===== src/rtl/uart_pkg.sv =====
// Shared UART definitions: transmitter FSM states, default bit divisor and
// the peripheral register map used by the transmitter and the receiver.
package uart_pkg;

  typedef enum logic [1:0] {IDLE, START, DATA, STOP} tx_state_e;

  // 50 MHz / 9600 baud
  localparam int unsigned DIVISOR_DEFAULT = 5208;

  localparam logic [31:0] UART_TXD_ADDR = 32'h4000_0018;
  localparam logic [31:0] UART_RXD_ADDR = 32'h4000_001c;
  localparam logic [31:0] UART_CON_ADDR = 32'h4000_0020;

endpackage


===== src/rtl/uart_baud_gen.sv =====
// Bit-period counter: counts 0..DIVISOR-1 while enabled, flags the last
// cycle of each bit (bit_end) and the cycle just before it (bit_near).
module uart_baud_gen #(
  parameter int unsigned DIVISOR = 5208
) (
  input  logic clk,
  input  logic reset,
  input  logic clr,
  input  logic en,
  output logic bit_end,
  output logic bit_near
);

  localparam int unsigned CW = (DIVISOR > 2) ? $clog2(DIVISOR) : 1;
  localparam logic [CW-1:0] LAST = CW'(DIVISOR - 1);
  localparam logic [CW-1:0] NEAR = CW'(DIVISOR - 2);

  logic [CW-1:0] cnt;

  assign bit_end  = en && (cnt == LAST);
  assign bit_near = en && (cnt == NEAR);

  always_ff @(posedge clk or negedge reset) begin
    if (!reset)             cnt <= '0;
    else if (clr || bit_end) cnt <= '0;
    else if (en)            cnt <= cnt + 1'b1;
  end

endmodule


===== src/rtl/uart_tx_unit.sv =====
// 8N1 UART transmitter with a one-byte holding register so software can
// queue the next byte while the current frame is on the line.
module uart_tx_unit
  import uart_pkg::*;
#(
  parameter int unsigned DIVISOR = DIVISOR_DEFAULT
) (
  input  logic       clk,
  input  logic       reset,
  input  logic [7:0] tx_data,
  input  logic       tx_wr,
  output logic       tx_ready,
  output logic       tx_busy,
  output logic       tx_done,
  output logic       tx_ovf,
  output logic       UART_TX
);

  tx_state_e  state, state_n;
  logic [7:0] shift, shift_n, hold, hold_n;
  logic [2:0] bit_cnt, bit_n;
  logic       hold_full, full_n;
  logic       line_n, ovf_n, done_n, consumed;
  logic       bit_end, bit_near, clr;

  assign clr = (state == IDLE) || (state_n != state);

  uart_baud_gen #(.DIVISOR(DIVISOR)) u_baud (
    .clk      (clk),
    .reset    (reset),
    .clr      (clr),
    .en       (state != IDLE),
    .bit_end  (bit_end),
    .bit_near (bit_near)
  );

  always_comb begin
    state_n  = state;
    shift_n  = shift;
    bit_n    = bit_cnt;
    hold_n   = hold;
    full_n   = hold_full;
    ovf_n    = 1'b0;
    consumed = 1'b0;
    case (state)
      IDLE:  if (tx_wr && !hold_full) begin
               shift_n  = tx_data;
               state_n  = START;
               consumed = 1'b1;
             end
      START: if (bit_end) begin
               state_n = DATA;
               bit_n   = 3'd0;
             end
      DATA:  if (bit_end) begin
               if (bit_cnt == 3'd7) state_n = STOP;
               else begin
                 shift_n = shift >> 1;
                 bit_n   = bit_cnt + 3'd1;
               end
             end
      STOP:  if (bit_end) begin
               if (hold_full) begin
                 shift_n = hold;
                 full_n  = 1'b0;
                 state_n = START;
               end else if (tx_wr) begin
                 shift_n  = tx_data;
                 state_n  = START;
                 consumed = 1'b1;
               end else begin
                 state_n = IDLE;
               end
             end
      default: state_n = IDLE;
    endcase
    // Holding frees at the stop-bit end before the write is considered,
    // so a write on that edge refills it instead of overflowing.
    if (tx_wr && !consumed) begin
      if (full_n) ovf_n = 1'b1;
      else begin
        hold_n = tx_data;
        full_n = 1'b1;
      end
    end
    case (state_n)
      START:   line_n = 1'b0;
      DATA:    line_n = shift_n[0];
      default: line_n = 1'b1;
    endcase
    // Registered one cycle early so the pulse covers the final stop cycle.
    done_n = (state == STOP) && bit_near;
  end

  always_ff @(posedge clk or negedge reset) begin
    if (!reset) begin
      state     <= IDLE;
      shift     <= '0;
      hold      <= '0;
      hold_full <= 1'b0;
      bit_cnt   <= '0;
      UART_TX   <= 1'b1;
      tx_done   <= 1'b0;
      tx_ovf    <= 1'b0;
    end else begin
      state     <= state_n;
      shift     <= shift_n;
      hold      <= hold_n;
      hold_full <= full_n;
      bit_cnt   <= bit_n;
      UART_TX   <= line_n;
      tx_done   <= done_n;
      tx_ovf    <= ovf_n;
    end
  end

  assign tx_ready = !hold_full;
  assign tx_busy  = (state != IDLE) || hold_full;

endmodule

===== config.mk =====
export PLATFORM = sky130hd
export DESIGN_NAME = uart_tx_unit
export DESIGN_NICKNAME = d
export VERILOG_FILES = /design/src/rtl/uart_pkg.sv /design/src/rtl/uart_baud_gen.sv /design/src/rtl/uart_tx_unit.sv
export SDC_FILE = /design/constraint.sdc
export NUM_CORES = 1
export LEC_CHECK = 0
export ABC_AREA = 0
export CAP_MARGIN = 20
export CORE_ASPECT_RATIO = 0.7
export CORE_MARGIN = 2
export CORE_UTILIZATION = 25
export CTS_BUF_LIST = sky130_fd_sc_hd__clkbuf_4
export CTS_CLUSTER_SIZE = 12
export DETAILED_ROUTE_END_ITERATION = 10
export PLACE_DENSITY_LB_ADDON = 0.08
export SETUP_SLACK_MARGIN = 0.3
export SYNTH_ARGS = -nofsm -noshare
export SYNTH_HDL_FRONTEND = slang
export SYNTH_SLANG_ARGS = --single-unit

===== constraint.sdc =====
create_clock -name clk -period 2.11 [get_ports clk]
set_input_delay 0.422 -clock clk [delete_from_list [all_inputs] [get_ports clk]]
set_output_delay 0.422 -clock clk [all_outputs]
set_load 0.1 [all_outputs]

==> results of run 1 <==
power by group through the flow:
stage / Clock (mW) / Sequential, mW / Combinational [mW]
floorplan: 0 / 0.751 / 0.0164
global placement: 0 / 0.743 / 0.0772
detailed placement: 0 / 0.743 / 0.0768
CTS: 0.410 / 0.729 / 0.0786
global route: 0.433 / 0.730 / 0.0861
finish: 0.378 / 0.729 / 0.0765
registers in the layout (all words and copies together), names as in the netlist:
| signal | cells |
|---|---|
| u_baud.cnt | 13 |
| state | 2 |
| bit_cnt | 3 |
| hold | 8 |
| UART_TX | 1 |
| hold_full | 1 |
| shift | 8 |
| tx_ovf | 1 |
| tx_done | 1 |
final cells by class:
| class | instances | area share [%] |
|---|---|---|
| repair buffers | 59 | 17.35 |
| clock inverters | 3 | 0.3432 |
| multi-input cells | 188 | 46.45 |
| clock buffers | 5 | 1.144 |
| well taps | 124 | 4.729 |
| flip-flops and latches | 38 | 29.06 |
| inverters | 6 | 0.9153 |
cell usage after synthesis (2+ instances only):
library cell and count:
a211oi_1 2, a21o_1 2, a21oi_1 4, a222oi_1 6, a22o_1 3, a311oi_1 8
a32oi_1 2, and3_1 12, and3_2 2, and4bb_4 2, buf_1 2, buf_2 2
buf_6 2, clkbuf_1 9, dfrtp_1 37, ha_1 9, inv_1 6, nand2_1 26
nand3_1 12, nand3b_1 2, nand4_1 2, nor2_1 12, nor2_2 10, nor2b_1 13
nor3_1 2, nor4_1 2, o211ai_1 9, o21ai_0 5, o2bb2ai_1 6, xnor2_1 6
xor2_1 6
timing repair:
action	in CTS	in global routing
endpoints found under the setup margin	35	37
endpoints found under the hold margin	12	0
pin swaps	7	15
hold buffers	1	0
buffers inserted	10	10
gates cloned	1	2
gates resized for setup	14	28
layer usage:
| metal | vias to the layer above | share of wire, % | track usage [%] |
|---|---|---|---|
| met3 | 6 | 3.5 | 3.293 |
| met4 | 0 | 1.1 | 3.529 |
| met2 | 30 | 39 | 18.90 |
| met1 | 1005 | 56 | 21.86 |
| met5 | - | 0 | 0 |
| li1 | 1031 | - | - |
worst paths after layout:
kind,startpoint,endpoint,cells after the start
max,state[1],UART_TX,7
min,reset,u_baud.cnt[12],2
max reg2reg,state[1],UART_TX,7
min reg2reg,shift[2],shift[2],1
max in group asynchronous,reset,hold[6],3
min in group clk,shift[2],shift[2],1
logic make-up after synthesis:
kind of cell	after synthesis
buffers and inverters	21
AND/OR/NAND/NOR	108
AO/OA/AOI/OAI	56
adder cells (fa/ha/maj)	9
XOR/XNOR	12
multiplexers	2
flip-flops	38
==> metrics.md, run 1 <==
| Metric | Value |
|---|---|
| FMAX | slightly below 500 MHz |
| ANT nets after route | 0 |
| Clk slew on worst S/H paths | 120 ps |
| Post-synthesis compound-gate area fraction | 18.93% |
| Die width | 120.1 µm |
| Post-DP HPWL | 4.616 mm |
| Leak pwr | around 1.4 nW |
| DRT iter0 DRCs | between 70 and 80 |
| Most common cell after layout, fill and taps aside | buf_4 |
| Crit path max-delay cell type | dfrtp_1 |
| Mux contribution to synthesized area | around 1.1% |
| RSZ-0062 raised after global routing | yes |
| Pre-CTS setup slack | 37.78 ps |
| MaxCap Viol Count | 0 |
| Crit path time final | 2014 ps |
| First-pass GRT wire length | approximately 11 mm |
| Main synth FF type | dfrtp_1 |
| Vias per inst | 4.898 |
| Detailed-route DRC error count | 0 |
| Fraction of layout cells with a size suffix above 1 | 38.13% |
| XOR/XNOR Fraction of Synth Area | 4.454% |
| Post-route setup TNS | 0 ps |
| Core Rows | 29 |
| Die Height | approximately 85 µm |
| Max Transition Viols Final | 0 |
| Clk_lat worst skew | 360 ps |
| Multi-input logic area | between 1500 and 2000 µm² |
| Switching Fraction | 25.77% |
| Crit start category | flop |
| Result of the run | finished, final reports clean |
| CORE AREA | between 9000 and 10000 µm² |
| Ports | 16 |
| Area grow syn2layout | 39.02% |
| Hold Path Class | in -> async |
| Worst path max stage delay | about 430 ps |
| Worst-margin pin slew | 480.4 ps |
| Post-Synthesis Cells | 246 |
| Crit path DAT | 2300 ps |
| Die area | ~10000 µm² |
| Synthesis Warnings | 0 |
| Syn_area_per_cell | 9.593 µm² |
| Critical Path RT | 2400 ps |
| Fill cells | 919 |
| Via Count | 2072 |
| Period Utilization, post-route | between 90% and 100% |
| Crit Path Max Fanout | 7 |
| Synth top area cells | dfrtp_1, ha_1, nand2_1 |
| Synth area leader | dfrtp_1 |
| Pwr Total | between 1 and 1.5 mW |
| Overall routed net length | slightly below 7 mm |
| Post-synth EDFFs | 0 |
| H-tree Lvls | 2 |
| Yosys cell types | 54 |
| Ys async rst share | 100.0% |
| Most frequent cells in the layout | buf_4, dfrtp_1, nand2_1, nor2_2, nor2b_1 |
| Drt pass-1 iters | 6 |
| Sequential share of the synthesized area | 40.35% |
| Grt total ovfl | 0 |
| Overall routing resource usage | approximately 14% |
| Pwr Density | 360.8 nW/µm² |
| Yosys reg bits | 38 |
| Placer Congestion | 0.7640 |
| Num CTS Buffers | 5 |
| Share of the synthesized area in the top cell type | 39.24% |
| Dpl cells | 391 |
| Final hold viol count | 0 |
| Critical path buffers and inverters | 1 |
| Placed Area | around 2800 µm² |
| # diodes | 0 |
| Kind of critical path | reg -> reg |
| Share of power burned in the clock network | between 30% and 40% |
| Initial antenna violation count | 0 |
| Initial core utilization | 25.91% |
| Largest net degree at the start of global routing | 24 |
| Largest family of logic cells by synthesized area | simple AND/OR/NAND/NOR gates |
| CTS tree | done |
| Worst clock skew | 4.487 ps |
| Worst Setup End Kind | flop |
| Routed wire per std cell | 16.37 µm |
| Clock sink count | 38 |
| CP cell instances | inv_2 -> ha_4 -> and3b_2 -> and4_4 -> mux2_4 -> or2_4 -> a32oi_2 |
| Share of power burned in combinational logic | 6.5% |
| Final setup fails | 0 |
| NetSw | 0.3050 mW |
| Final Non-Filler Cells | 423 |
| Layout Nets | 318 |
| Synth Area in Simple Gates | about a quarter |
| Clock buffer depth | 2 |
| Mapped Area | roughly 2400 µm² |
| Worst Setup Slack, final | between 90 and 100 ps |
| Post-layout util | 36.02% |
| Reg power frac | 61.6% |
| CTS root buf | clkbuf_4 |
| Int Power | approximately 0.88 mW |
| Worst hold margin | 488.6 ps |
| Vias in the first global route | around 2000 |
| Worst VDD drop | 150.3 µV |
| Adder-Cell Fraction of Synth Area | 4.772% |
| Net Count, Synth | 266 |
| CP top delay family | simple AND/OR/NAND/NOR gates |
| Final instance area | about 3300 µm² |
| Worst slew margin | 67.98% |
| Number of port buffers | 15 |
| Reg2reg setup slack | 100 ps |
| Sequential cell area | around 950 µm² |
No activity file was read; power rests on OpenSTA's default activity.
==> run 2, diff against run 1 <==
--- a/config.mk
+++ b/config.mk
@@ -14,6 +14,7 @@
 export CTS_CLUSTER_SIZE = 12
 export DETAILED_ROUTE_END_ITERATION = 10
 export PLACE_DENSITY_LB_ADDON = 0.08
+export REMOVE_ABC_BUFFERS = 1
 export SETUP_SLACK_MARGIN = 0.3
 export SYNTH_ARGS = -nofsm -noshare
 export SYNTH_HDL_FRONTEND = slang
==> constraint.sdc (replaced) <==
create_clock -name clk -period 2.53 [get_ports clk]
set_input_delay 0.506 -clock clk [delete_from_list [all_inputs] [get_ports clk]]
set_output_delay 0.506 -clock clk [all_outputs]
set_load 0.1 [all_outputs]
==> metrics.md, run 2 (synthesized netlist as in run 1, its figures left out) <==
| Metric | Value |
|---|---|
| Hold Path Class | in -> async (unchanged) |
| FMAX | 468.0 MHz (was 496.5 MHz) |
| Die width | 120.1 µm (unchanged) |
| Layout Nets | 286 (was 318) |
| Kind of critical path | reg -> reg (unchanged) |
| Routed wire per std cell | 16.85 µm (was 16.37 µm) |
| Detailed-route DRC error count | 0 (unchanged) |
| CTS root buf | clkbuf_4 (unchanged) |
| Die Height | 85.29 µm (unchanged) |
| CP cell instances | inv_2 -> ha_2 -> and3b_1 -> and4_4 -> mux2_4 -> or2_2 -> a32oi_1 (was inv_2 -> ha_4 -> and3b_2 -> and4_4 -> mux2_4 -> or2_4 -> a32oi_2) |
| Crit start category | flop (unchanged) |
| Placer Congestion | 0.7938 (was 0.7640) |
| Worst Setup End Kind | flop (unchanged) |
| Area grow syn2layout | 16.22% (was 39.02%) |
| Initial antenna violation count | 0 (unchanged) |
| Fraction of layout cells with a size suffix above 1 | 19.17% (was 38.13%) |
| Critical Path RT | 2820 ps (was 2400 ps) |
| Largest Register | u_baud.cnt (unchanged) |
| Crit path time final | 2137 ps (was 2014 ps) |
| Initial core utilization | 25.91% (unchanged) |
| Post-DP HPWL | 4.752 mm (was 4.616 mm) |
| Pwr Density | 361.3 nW/µm² (was 360.8 nW/µm²) |
| Crit Path Max Fanout | 11 (was 7) |
| Dpl cells | 381 (was 391) |
| DRT iter0 DRCs | 152 (was 79) |
| Most common cell after layout, fill and taps aside | dfrtp_1 (was buf_4) |
| Num CTS Buffers | 5 (unchanged) |
| Number of port buffers | 15 (unchanged) |
| Crit path DAT | 2430 ps (was 2300 ps) |
| Post-route setup TNS | 0 ps (unchanged) |
| Leak pwr | 1.164 nW (was 1.374 nW) |
| Final Non-Filler Cells | 390 (was 423) |
| Worst slew margin | 60.34% (was 67.98%) |
| MaxCap Viol Count | 0 (unchanged) |
| Worst path max stage delay | 410 ps (was 430 ps) |
| First-pass GRT wire length | 10.67 mm (was 11.10 mm) |
| Overall routing resource usage | 13.57% (was 13.99%) |
| Largest net degree at the start of global routing | 23 (was 24) |
| Final hold viol count | 0 (unchanged) |
| Most frequent cells in the layout | dfrtp_1, nand2_1, buf_4, nor2b_1 (was buf_4, dfrtp_1, nand2_1, nor2_2, nor2b_1) |
| Worst clock skew | 10.10 ps (was 4.487 ps) |
| Hold buffers post-CTS | 0 (was 1) |
| Clk_lat worst skew | 370 ps (was 360 ps) |
| Crit path max-delay cell type | dfrtp_1 (unchanged) |
| ANT nets after route | 0 (unchanged) |
| Via Count | 1958 (was 2072) |
| Clk slew on worst S/H paths | 130 ps (was 120 ps) |
| Top flop regs | u_baud.cnt (13), hold (8), shift (8) (unchanged) |
| CTS tree | done (unchanged) |
| Die area | 10240 µm² (unchanged) |
| Period Utilization, post-route | 84.45% (was 95.45%) |
| Drt pass-1 iters | 5 (was 6) |
| Vias per inst | 5.021 (was 4.898) |
| Grt total ovfl | 0 (unchanged) |
| Final setup fails | 0 (unchanged) |
| Fill cells | 955 (was 919) |
| # diodes | 0 (unchanged) |
| Core Rows | 29 (unchanged) |
| RSZ-0062 raised after global routing | no (was yes) |
| Clock buffer depth | 2 (unchanged) |
| Ports | 16 (unchanged) |
| Worst VDD drop | 108.9 µV (was 150.3 µV) |
| Number of flip-flops in the largest register | 13 (unchanged) |
| Max Transition Viols Final | 0 (unchanged) |
| Worst-margin pin slew | 593.4 ps (was 480.4 ps) |
| H-tree Lvls | 2 (unchanged) |
| Clock sink count | 38 (unchanged) |
| Result of the run | finished, final reports clean (unchanged) |
| Overall routed net length | 6.573 mm (was 6.923 mm) |
| Vias in the first global route | 1837 (was 2017) |
| CORE AREA | 9107 µm² (unchanged) |
[run 2: layout make-up]
cell class                 count  area (µm²)  area share (%)
clock buffer                   5       37.54           1.369
clock inverter                 2       10.01          0.3650
inverter                       6       22.52          0.8212
multi-input combinational    187        1315           47.95
sequential                    38       952.2           34.72
tap                          124       155.1           5.657
timing repair buffer          28       250.2           9.124
[run 2: through the flow]
step | hold slack, ps | utilization, % | worst slack (ps) | cell area [µm²] | power, mW
after floorplan | 210.4 | - | 63.87 | 2286 | 0.6362
after global placement | 485.2 | 29.30 | 321.5 | 2669 | 0.6827
after detailed placement | 474.2 | 29.30 | 316.1 | 2669 | 0.6816
after CTS | 78.63 | 30.03 | 331.0 | 2735 | 1.014
after global routing | 83.22 | 30.11 | 300.0 | 2743 | 1.045
final | 58.77 | 30.11 | 393.3 | 2743 | 0.9908
[run 2: timing repair]
item / in CTS / in global routing
gates cloned: 0 / 0
resized for setup: 1 / 4
endpoints found under the setup margin: 2 / 16
buffers inserted: 2 / 0
[run 2: worst paths after layout]
path | slack, ps | cells past startpoint | startpoint | endpoint
worst max-delay path | 390 | 7 | state[1] | UART_TX
worst min-delay path | 60 | 1 | reset | u_baud.cnt[9]
worst max register to register | 390 | 7 | state[1] | UART_TX
worst min register to register | 500 | 1 | u_baud.cnt[0] | u_baud.cnt[0]
max in group asynchronous | 1820 | 2 | reset | shift[1]
min in group clk | 500 | 1 | u_baud.cnt[0] | u_baud.cnt[0]
[run 2: metal layers]
| metal | vias up | part of all wire [%] | track usage (%) | routed length [µm] |
|---|---|---|---|---|
| met5 | - | 0 | 0 | 0 |
| met4 | 0 | 1.1 | 3.529 | 72 |
| met3 | 8 | 3.9 | 3.226 | 257 |
| met2 | 31 | 38 | 17.25 | 2503 |
| met1 | 955 | 57 | 22.02 | 3740 |
| li1 | 964 | - | - | - |
[run 2: critical path: cells and delay by family, from the launching register on]
family                     cells  cell delay, ps
DFF                            1             410
adders and majority gates      1             200
AOI/OAI and AO/OA              1             160
muxes                          1             320
and+or+nand+nor                3             890
buffers and inverters          1              80
[run 2: power by group]
group          leakage [nW]  switching [mW]  total (mW)  internal (mW)
Clock                0.0308           0.222       0.322          0.100
Sequential            0.453        0.000257       0.608          0.608
Combinational         0.680          0.0380      0.0605         0.0226
==> run 3, diff against run 2 <==
==> constraint.sdc (replaced) <==
create_clock -name clk -period 1.9 [get_ports clk]
set_input_delay 0.38 -clock clk [delete_from_list [all_inputs] [get_ports clk]]
set_output_delay 0.38 -clock clk [all_outputs]
set_load 0.1 [all_outputs]
==> metrics.md, run 3 (synthesized netlist as in run 1, its figures left out) <==
| Metric | Value |
|---|---|
| Result of the run | complete, but fails checks (was finished, final reports clean) |
| Violated checks | setup timing |
| H-tree Lvls | 2 (unchanged) |
| Grt total ovfl | 0 (unchanged) |
| Pwr Density | 391.6 nW/µm² (was 361.3 nW/µm²) |
| Wire length on met1 | 3.920 mm (was 3.740 mm) |
| Clk slew on worst S/H paths | 140 ps (was 130 ps) |
| Leak pwr | 1.511 nW (was 1.164 nW) |
| Worst hold margin | 475.2 ps (was 58.77 ps) |
| Reg2reg end | UART_TX (unchanged) |
| CORE AREA | 9107 µm² (unchanged) |
| Number of port buffers | 15 (unchanged) |
| Final hold viol count | 0 (unchanged) |
| Die area | 10240 µm² (unchanged) |
| Area grow syn2layout | 47.03% (was 16.22%) |
| ANT nets after route | 0 (unchanged) |
| Largest Register | u_baud.cnt (unchanged) |
| Post-route setup TNS | -375.7 ps (was 0 ps) |
| Worst clock skew | 24.97 ps (was 10.10 ps) |
| Met3 wire length | 295 µm (was 257 µm) |
| Worst Setup End Kind | flop (unchanged) |
| Vias in the first global route | 2218 (was 1837) |
| Clock sink count | 38 (unchanged) |
| FMAX | 505.9 MHz (was 468.0 MHz) |
| RSZ-0062 raised after global routing | yes (was no) |
| Die width | 120.1 µm (unchanged) |
| Period Utilization, post-route | 104.0% (was 84.45%) |
| Worst slew margin | 68.17% (was 60.34%) |
| Critical Path RT | 2180 ps (was 2820 ps) |
| Num CTS Buffers | 5 (unchanged) |
| Most common cell after layout, fill and taps aside | buf_4 (was dfrtp_1) |
| Overall routed net length | 7.328 mm (was 6.573 mm) |
| Crit path time final | 1977 ps (was 2137 ps) |
| Number of flip-flops in the largest register | 13 (unchanged) |
| Detailed-route DRC error count | 0 (unchanged) |
| Post-DP HPWL | 5.253 mm (was 4.752 mm) |
| Ports | 16 (unchanged) |
| DRT iter0 DRCs | 190 (was 152) |
| Worst reg2reg path startpoint | state[1] (unchanged) |
| Crit path DAT | 2250 ps (was 2430 ps) |
| Routed wire per std cell | 16.43 µm (was 16.85 µm) |
| Routed wl met2 | 3.019 mm (was 2.503 mm) |
| Vias per inst | 4.888 (was 5.021) |
| Placer Congestion | 0.7487 (was 0.7938) |
| Clk_lat worst skew | 380 ps (was 370 ps) |
| Most frequent cells in the layout | buf_4, dfrtp_1, nand2_1, nor2_2, nor2b_1 (was dfrtp_1, nand2_1, buf_4, nor2b_1) |
| Top flop regs | u_baud.cnt (13), hold (8), shift (8) (unchanged) |
| Crit start category | flop (unchanged) |
| Final setup fails | 10 (was 0) |
| Layout Nets | 341 (was 286) |
| Initial antenna violation count | 0 (unchanged) |
| Core Rows | 29 (unchanged) |
| Reg2reg path depth | 7 (unchanged) |
| Crit Path Max Fanout | 5 (was 11) |
| Reg2reg setup slack | -80 ps (was 390 ps) |
| Clock buffer depth | 2 (unchanged) |
| Worst Setup Slack, final | -76.69 ps (was 393.3 ps) |
| MaxCap Viol Count | 0 (unchanged) |
| Max Transition Viols Final | 0 (unchanged) |
| Largest net degree at the start of global routing | 22 (was 23) |
| Overall routing resource usage | 15.38% (was 13.57%) |
| # diodes | 0 (unchanged) |
| Kind of critical path | reg -> reg (unchanged) |
| CTS root buf | clkbuf_4 (unchanged) |
| Fraction of layout cells with a size suffix above 1 | 43.48% (was 19.17%) |
| Initial core utilization | 25.91% (unchanged) |
| Hold Path Class | in -> async (unchanged) |
| First-pass GRT wire length | 12.02 mm (was 10.67 mm) |
| CTS tree | done (unchanged) |
| CP endpoint | UART_TX (unchanged) |
| Drt pass-1 iters | 4 (was 5) |
| Max layer used | met4 (unchanged) |
| Die Height | 85.29 µm (unchanged) |
| Worst VDD drop | 151.3 µV (was 108.9 µV) |
| Worst-margin pin slew | 477.5 ps (was 593.4 ps) |
| Critical Path Source | state[1] (unchanged) |
| Via Count | 2180 (was 1958) |
==> run 3: cell types whose count changed in the layout (fill, tap and decap cells not counted), moves of 3 or more <==
| cell | previous run | this run |
|---|---|---|
| nand2_2 | 0 | 3 |
| buf_4 | 16 | 58 |
| nand2_1 | 26 | 22 |
| o21ai_0 | 5 | 2 |
| ha_1 | 8 | 4 |
| ha_4 | 0 | 4 |
| buf_6 | 0 | 8 |
| nand3_2 | 0 | 3 |
| buf_12 | 1 | 6 |
| nand3_1 | 12 | 9 |
| inv_1 | 5 | 2 |
==> run 3: area by class of cell <==
type | instances | area [µm²]
clock buffers | 6 | 45.04
fillers | 921 | 5638
inverters | 6 | 25.02
multi-input cells | 187 | 1531
flip-flops and latches | 38 | 953.4
clock inverters | 2 | 8.758
repair buffers | 83 | 750.7
well taps | 124 | 155.1
==> run 3: what timing repair did <==
action,in CTS,in global routing
hold buffers,1,0
gates resized for setup,45,18
endpoints found under the setup margin,37,39
pin swaps,20,14
endpoints found under the hold margin,17,0
buffers inserted,13,3
==> run 3: worst min-delay path by stage <==
stage          depth (start not counted)  slack, ps              to   from
2_1_floorplan                          0         80      bit_cnt[0]  reset
3_3_place_gp                           1        370  u_baud.cnt[10]  reset
3_5_place_dp                           1        380   u_baud.cnt[2]  reset
4_1_cts                                2        480         hold[7]  reset
5_1_grt                                2        520  u_baud.cnt[10]  reset
6_report                               2        480         hold[7]  reset
==> run 3: stage by stage <==
| stage | utilization, % | power (mW) | cells | setup slack (ps) | instance area (µm²) |
|---|---|---|---|---|---|
| 2_1_floorplan | - | 0.8471 | 231 | -444.5 | 2286 |
| 3_5_place_dp | 33.29 | 0.9147 | 421 | -226.3 | 3032 |
| 5_1_grt | 38.10 | 1.432 | 446 | -143.1 | 3470 |
| 6_report | 38.10 | 1.359 | 446 | -76.69 | 3470 |
| 3_3_place_gp | 33.29 | 0.9155 | 421 | -263.3 | 3032 |
| 4_1_cts | 36.85 | 1.389 | 443 | -39.74 | 3356 |
==> run 3: power by group <==
part / leakage (nW) / total (mW) / switching [mW] / internal (mW)
clock: 0.0331 / 0.458 / 0.305 / 0.154
sequential: 0.453 / 0.810 / 0.000430 / 0.810
combinational: 1.02 / 0.0903 / 0.0532 / 0.0372
==> run 3: worst max-delay path: stages, from the launching register on <==
cell and delay [ps]:
dfrtp_1 400, inv_2 70, ha_4 150, and3b_2 250, and4_4 280, mux2_4 320, or2_4 250, a32oi_2 180
==> run 3: routing by layer <==
layer / vias to the layer above / track usage (%)
met4: 0 / 4.171
met2: 40 / 21.75
met3: 12 / 3.562
li1: 1069 / -
met5: - / 0
met1: 1059 / 23.18
